File: src/rtl/dose_sequencer.sv
// dose_sequencer: drives the R, Y and B pigment dispense motors one at a time
// for a single mix order. Each channel runs for dose * TICKS_PER_UNIT prescaler
// ticks and raises a sticky completion flag.
// Optional feature macro: DOSE_GAP_EN. When defined, an all-motors-off gap of
// GAP_TICKS ticks is inserted between R/Y and between Y/B.
//
// Handshake: start is a one-cycle request, honoured only in IDLE with abort
// low. The order is then busy until the cycle after the single-cycle done
// pulse. abort is a synchronous, highest-priority stop back to IDLE that keeps
// the flags already earned.
module dose_sequencer #(
    parameter int DOSE_W         = 8,
    parameter int TICKS_PER_UNIT = 4,
    parameter int GAP_TICKS      = 2
) (
    input  logic              clk,
    input  logic              reset,
    input  logic              start,
    input  logic              abort,
    input  logic              tick,
    input  logic [DOSE_W-1:0] dose_r,
    input  logic [DOSE_W-1:0] dose_y,
    input  logic [DOSE_W-1:0] dose_b,
    output logic [2:0]        motor,
    output logic [2:0]        flags,
    output logic              busy,
    output logic              done,
    output logic [2:0]        state_dbg
);

    // One spare bit so the largest dose times the tick multiplier never wraps.
    localparam int CW = DOSE_W + $clog2(TICKS_PER_UNIT) + 1;

`ifdef DOSE_GAP_EN
    localparam logic [CW-1:0] GAP_LOAD = CW'(GAP_TICKS);
`endif

    typedef enum logic [2:0] {
        S_IDLE   = 3'd0,
        S_RUN_R  = 3'd1,
        S_RUN_Y  = 3'd2,
        S_RUN_B  = 3'd3,
`ifdef DOSE_GAP_EN
        S_GAP_RY = 3'd5,
        S_GAP_YB = 3'd6,
`endif
        S_DONE   = 3'd4
    } state_t;

    state_t            state;
    logic [CW-1:0]     cnt;
    logic [DOSE_W-1:0] dose_r_q;
    logic [DOSE_W-1:0] dose_y_q;
    logic [DOSE_W-1:0] dose_b_q;
    logic              last_tick;

    // Tick count for a channel, computed at full counter width.
    function automatic logic [CW-1:0] scaled(input logic [DOSE_W-1:0] d);
        return CW'(d) * CW'(TICKS_PER_UNIT);
    endfunction

    // Motor enable for a channel about to start: off when its dose is zero.
    function automatic logic [2:0] motor_for(input logic [DOSE_W-1:0] d,
                                             input logic [2:0] onehot);
        return (d != '0) ? onehot : 3'b000;
    endfunction

    // The timed state finishes on the tick that takes the counter from 1 to 0.
    assign last_tick = tick && (cnt == CW'(1));

    assign state_dbg = state;

    // Sequencer FSM: all outputs registered so motor enables never glitch.
    always_ff @(posedge clk or negedge reset) begin
        if (!reset) begin
            state    <= S_IDLE;
            cnt      <= '0;
            dose_r_q <= '0;
            dose_y_q <= '0;
            dose_b_q <= '0;
            motor    <= 3'b000;
            flags    <= 3'b000;
            busy     <= 1'b0;
            done     <= 1'b0;
        end else begin
            done <= 1'b0;
            if (abort) begin
                state <= S_IDLE;
                motor <= 3'b000;
                busy  <= 1'b0;
            end else begin
                case (state)
                    S_IDLE: begin
                        if (start) begin
                            dose_r_q <= dose_r;
                            dose_y_q <= dose_y;
                            dose_b_q <= dose_b;
                            flags    <= 3'b000;
                            cnt      <= scaled(dose_r);
                            motor    <= motor_for(dose_r, 3'b100);
                            busy     <= 1'b1;
                            state    <= S_RUN_R;
                        end
                    end
                    S_RUN_R: begin
                        if (dose_r_q == '0 || last_tick) begin
                            flags[2] <= 1'b1;
`ifdef DOSE_GAP_EN
                            cnt   <= GAP_LOAD;
                            motor <= 3'b000;
                            state <= S_GAP_RY;
`else
                            cnt   <= scaled(dose_y_q);
                            motor <= motor_for(dose_y_q, 3'b010);
                            state <= S_RUN_Y;
`endif
                        end else if (tick) begin
                            cnt <= cnt - CW'(1);
                        end
                    end
`ifdef DOSE_GAP_EN
                    S_GAP_RY: begin
                        if (cnt == '0 || last_tick) begin
                            cnt   <= scaled(dose_y_q);
                            motor <= motor_for(dose_y_q, 3'b010);
                            state <= S_RUN_Y;
                        end else if (tick) begin
                            cnt <= cnt - CW'(1);
                        end
                    end
`endif
                    S_RUN_Y: begin
                        if (dose_y_q == '0 || last_tick) begin
                            flags[1] <= 1'b1;
`ifdef DOSE_GAP_EN
                            cnt   <= GAP_LOAD;
                            motor <= 3'b000;
                            state <= S_GAP_YB;
`else
                            cnt   <= scaled(dose_b_q);
                            motor <= motor_for(dose_b_q, 3'b001);
                            state <= S_RUN_B;
`endif
                        end else if (tick) begin
                            cnt <= cnt - CW'(1);
                        end
                    end
`ifdef DOSE_GAP_EN
                    S_GAP_YB: begin
                        if (cnt == '0 || last_tick) begin
                            cnt   <= scaled(dose_b_q);
                            motor <= motor_for(dose_b_q, 3'b001);
                            state <= S_RUN_B;
                        end else if (tick) begin
                            cnt <= cnt - CW'(1);
                        end
                    end
`endif
                    S_RUN_B: begin
                        if (dose_b_q == '0 || last_tick) begin
                            flags[0] <= 1'b1;
                            motor    <= 3'b000;
                            done     <= 1'b1;
                            state    <= S_DONE;
                        end else if (tick) begin
                            cnt <= cnt - CW'(1);
                        end
                    end
                    S_DONE: begin
                        busy  <= 1'b0;
                        state <= S_IDLE;
                    end
                    default: begin
                        motor <= 3'b000;
                        busy  <= 1'b0;
                        state <= S_IDLE;
                    end
                endcase
            end
        end
    end

endmodule

File: config.mk
export PLATFORM = sky130hd
export DESIGN_NAME = dose_sequencer
export DESIGN_NICKNAME = d
export VERILOG_FILES = /design/src/rtl/dose_sequencer.sv
export SDC_FILE = /design/constraint.sdc
export NUM_CORES = 1
export LEC_CHECK = 0
export CORE_UTILIZATION = 40
export CTS_BUF_LIST = sky130_fd_sc_hd__clkbuf_4 sky130_fd_sc_hd__clkbuf_8
export CTS_CLUSTER_DIAMETER = 60
export DETAILED_ROUTE_END_ITERATION = 8
export GPL_ROUTABILITY_DRIVEN = 0
export PLACE_DENSITY = 0.76
export SKIP_CTS_REPAIR_TIMING = 1
export SLEW_MARGIN = 15
export SYNTH_ARGS = -nofsm -noshare
export SYNTH_HDL_FRONTEND = slang
export SYNTH_SLANG_ARGS = --single-unit
File: constraint.sdc
create_clock -name clk -period 1.7 [get_ports clk]
set_input_delay 0.17 -clock clk [delete_from_list [all_inputs] [get_ports clk]]
set_output_delay 0.17 -clock clk [all_outputs]
set_load 0.05 [all_outputs]
Word level (Yosys, flattened, before mapping):

Cells that the tools add are included.

* register bits after elaboration: 46

* $add $sub $neg: 1
* multiplexer cells: 34
* bitwise gates (word level): 1
* reductions and logical operators: 24
* eq/ne operators: 16

Operators with widths (count)
* $mux 11: 5
* $pmux 11 s4: 1
* $mux 3: 12
* $logic_not 8->1: 3
* $reduce_bool 8->1: 3
* $reduce_and 4->1: 5
* $pmux 3 s5: 1
* $ne 2x2->1 const B: 6
* $ne 3x3->1 const B: 4
* $pmux 3 s4: 1
* $eq 11x1->1 const B: 1
* $sub 11x1->11 const B: 1
* $mux 1: 9
* $pmux 1 s2: 4
* $eq 3x2->1 const B: 2
* $reduce_bool 2->1: 3
* $reduce_and 5->1: 1
* $reduce_bool 4->1: 1
* $eq 3x1->1 const B: 1
* $eq 3x3->1 const B: 1
* $logic_not 3->1: 1
* $logic_or 1x1->1: 3
* $reduce_and 3->1: 1
* $reduce_or 3->1: 1
* 5 further kinds: 5

Depth between registers and ports, before layout:

* depth in word-level cells: 6
* depth in mapped cells: 9

Worst setup path after synthesis:

OpenSTA, ideal clock, no wires.

* path kind: register to register
* start: register state[1] (netlist: state_dbg[1])
* end: register cnt[7]
* library setup time: 0.078 ns
* slack: -0.484 ns
* clock period less this slack: 2.184 ns
* data arrival time: 2.106 ns
* stages on the path, launching flop included: 9
* cell sequence: dfrtp_1 > buf_6 > or3b_4 > a21oi_2 > o21ai_4 > and2_4 > buf_6 > o31a_1 > o2bb2ai_1

* longest elaborated chain between the ends: 3

RTL lines
* from (decl): line 50 `state_t state;`
* from (signal assigned): line 76 `state <= S_IDLE;`
* from (signal assigned): line 88 `state <= S_IDLE;`
* from (signal assigned): line 102 `state <= S_RUN_R;`
* $eq 3x2->1, or another cell as far along: line 92 `case (state)`
* $reduce_bool 4->1 (no line) / $ne 2x2->1 (equally long branches)
* $reduce_and 4->1 (no line)
* to (signal assigned): line 99 `cnt <= scaled(dose_r);`
* to (signal assigned): line 113 `cnt <= scaled(dose_y_q);`
* to (signal assigned): line 118 `cnt <= cnt - CW'(1);`
* to (decl): line 51 `logic [CW-1:0] cnt;`

Parallel ways exist; a longest one is shown, timed or not.
A chain may end at the register's enable or synchronous reset.

Final worst setup path:

* start: register cnt[3]
* end: register cnt[6]

* longest elaborated chain between the ends: 5

RTL lines
* parallel branches: the longest is 5 deep, another holds $sub 11x1->11

Several ways; the timed one is not identified. The select of a mux whose other input is x is not followed.

==> flow_metrics.env <==
export IMPL_status="complete, but fails checks"
export IMPL_failed_checks="negative setup slack"
export IMPL_overflow=0
export IMPL_maxSlewViolCount=0
export IMPL_r2r_cells=7
export IMPL_power_density_nw_per_um2=1440
export IMPL_p_seq_share_pct=31.8
export IMPL_dr_pass1_iters=6
export IMPL_multi_input_area_sq_um=1510
export IMPL_ys_top_cells_by_area="dfrtp_1 45%, mux2_2 11%, o21ai_0 4.5%, nand2_1 3.6%, nor2_1 2.5%"
export IMPL_crit_path_max_fanout=6
export IMPL_cts_max_path_buffers=2
export IMPL_cts_buffers=5
export IMPL_crit_path_start_kind="register"
export IMPL_synth_xor_xnor_area_share_pct=0
export IMPL_syn_nets=275
export IMPL_endpoint_kind="register"
export IMPL_vias=2710
export IMPL_hold_viol_final=0
export IMPL_nets=407
export IMPL_post_drt_wl_per_cell_um=19.7
export IMPL_ff2ff_setup_slack_ns=-0.39
export IMPL_netlist_area_leader_share_pct=45.4
export IMPL_synth_most_common_cell="dfrtp_1"
export IMPL_grt_met1_usage_pct=31.1
export IMPL_clockRootBuffer="clkbuf_8"
export IMPL_route_detailed_drc=0
export IMPL_rows=28
export IMPL_reg2reg_from="cnt[3]"
export IMPL_fmax_ghz=0.478
export IMPL_drive_above_1_share_pct=48.8
export IMPL_finalCritPeriodShare_pct=123
export IMPL_synth_common_cells="46 x dfrtp_1, 24 x mux2_2, 24 x nand2_1"
export IMPL_ctsHtreeMaxLevel=2
export IMPL_leakage_uw=0.00177
export IMPL_grt_use_total_pct=23.4
export IMPL_dpl_cell_area_sq_um=3590
export IMPL_antenna_found_initial=0
export IMPL_dp_slack_ns=-0.386
export IMPL_yosysTopAreaCell="dfrtp_1"
export IMPL_grt_pass1_wl_mm=11.7
export IMPL_top_usage_layer="met2"
export IMPL_fp_dieH_um=81.6
export IMPL_synth_async_sr_flop_share_pct=100
export IMPL_crit_start="cnt[3]"
export IMPL_diodes=0
export IMPL_grtUsageMet3_pct=4.56
export IMPL_synth_compound_area_share_pct=21.6
export IMPL_p_sw_share_pct=40.8
export IMPL_yosys_warnings=0
export IMPL_fin_ws_ns=-0.393
export IMPL_synth_seq_cells=46
export IMPL_core_area_sq_um=6030
export IMPL_tns_ns=-3.75
export IMPL_synth_cell_types=58
export IMPL_port_buffers=39
export IMPL_timing_rr_end="cnt[6]"
export IMPL_intPower_uw=3450
export IMPL_synthCells=244
export IMPL_finalInstanceArea_sq_um=4040
export IMPL_grt_max_degree=47
export IMPL_synthAdderAreaFrac_pct=0.988
export IMPL_peakVddDrop_mv=0.868
export IMPL_cap_violations=0
export IMPL_syn_area_sq_um=2530
export IMPL_drt_iter0_drc=346
export IMPL_p_switching_uw=2380
export IMPL_ant_nets=0
export IMPL_clk_latency_ns=0.32
export IMPL_synth_edf_count=0
export IMPL_yosysSeqAreaShare_pct=45.4
export IMPL_synthFlopType="dfrtp_1"
export IMPL_syn_to_final_growth_pct=59.4
export IMPL_fin_util_pct=67.0
export IMPL_combPwrFrac_pct=55.5
export IMPL_crit_required_ns=1.88
export IMPL_setup_viol=16
export IMPL_synth_top_family_by_area="compound AO/OA/AOI/OAI gates"
export IMPL_start_util_pct=42.0
export IMPL_vias_per_cell=6.00
export IMPL_power_share_clock_pct=12.7
export IMPL_critical_path_class="register to register"
export IMPL_skew_ns=0.0106
export IMPL_ioPinCount=40
export IMPL_clk_pin_slew_ns=0.09
export IMPL_fin_hold_ws_ns=0.342
export IMPL_min_path_type="primary input to async pin"
export IMPL_grt_setup_unrepaired="true"
export IMPL_cts_tree="yes"
export IMPL_arrival_ns=2.28
export IMPL_fillCellCount=461
export IMPL_first_global_vias=2446
export IMPL_maxSlewHeadroom_pct=58.1
export IMPL_synth_mux_area_fraction_pct=11.1
export IMPL_worstMarginPinSlew_ns=0.613
export IMPL_die_w_um=81.6
export IMPL_fin_crit_ns=2.09
export IMPL_dp_hpwl_mm=5.36
export IMPL_dieArea_sq_um=6660
export IMPL_avgSynthCellArea_sq_um=10.4
export IMPL_cts_sinks=46
export IMPL_seqCellArea_sq_um=1150
export IMPL_drt_wl_total_mm=8.88
export IMPL_synth_simple_area_share_pct=17.3
export IMPL_grtUsageMet2_pct=36.7
## placed cells by master (no fill, tap or decap), types with 4 or more instances in the layout
cell type         n
o21ai_0          18
buf_4            95
a22o_1            4
o21ai_1           5
nor4_2            6
a21oi_1           7
inv_1             7
o21bai_1          4
buf_6             6
dfrtp_1          43
nor2_1           15
clkdlybuf4s50_1  28
nand2_1          23
clkbuf_8          6
mux2_2           24
## layer usage
| layer | vias up | routed length, um |
|---|---|---|
| li1 | 1184 | - |
| met1 | 1312 | 3440 |
| met2 | 172 | 4360 |
| met3 | 42 | 694 |
| met4 | 0 | 383 |
| met5 | - | 0 |
## power groups by stage
stage	sequential (uW)	clock [uW]	combinational, uW
after floorplan	2000	0	1270
after global placement	1780	0	2690
after detailed placement	1810	0	2750
after CTS	1780	741	2780
after global routing	1900	780	3410
final	1860	740	3240
## logic make-up after synthesis
logic type / count (synthesis)
AO/OA/AOI/OAI: 77
adder cells (fa/ha/maj): 2
buffers and inverters: 19
flip-flops: 46
multiplexers: 25
AND/OR/NAND/NOR: 75
## registers in the layout (all words and copies together) (netlist names)
register	cells
dose_y_q	8
dose_r_q	8
busy	1
flags	3
state_dbg	3
motor	3
done	1
dose_b_q	8
cnt	11
## critical path, stage by stage, from the launching register on
cell and delay, ns:
dfrtp_1 0.42, buf_4 0.17, nor3_1 0.33, nand4_1 0.24, o21ai_1 0.19, a31oi_1 0.14
o41ai_2 0.34, o21ai_1 0.13
## stage by stage
step / total power [uW] / std cells
finish: 5830 / 452
global route: 6080 / 452
CTS: 5300 / 438
detailed placement: 4560 / 430
global placement: 4470 / 430
floorplan: 3270 / 244
## worst max-delay path by stage
| stage | endpoint | slack [ns] | cells after the start |
|---|---|---|---|
| finish | cnt[6] | -0.39 | 7 |
| global route | cnt[6] | -0.39 | 7 |
| global placement | cnt[4] | -0.36 | 7 |
| floorplan | cnt[7] | -0.31 | 8 |
| CTS | cnt[6] | -0.37 | 7 |
| detailed placement | cnt[1] | -0.39 | 7 |
## final cells by class
class                   count  area share (%)
multi-input cells         180            37.4
flip-flops and latches     46            28.6
repair buffers            135            28.6
well taps                  75            2.32
clock buffers               6            2.04
inverters                   8           0.743
clock inverters             2           0.310
Note: power is estimated with default switching activity, not from simulation.
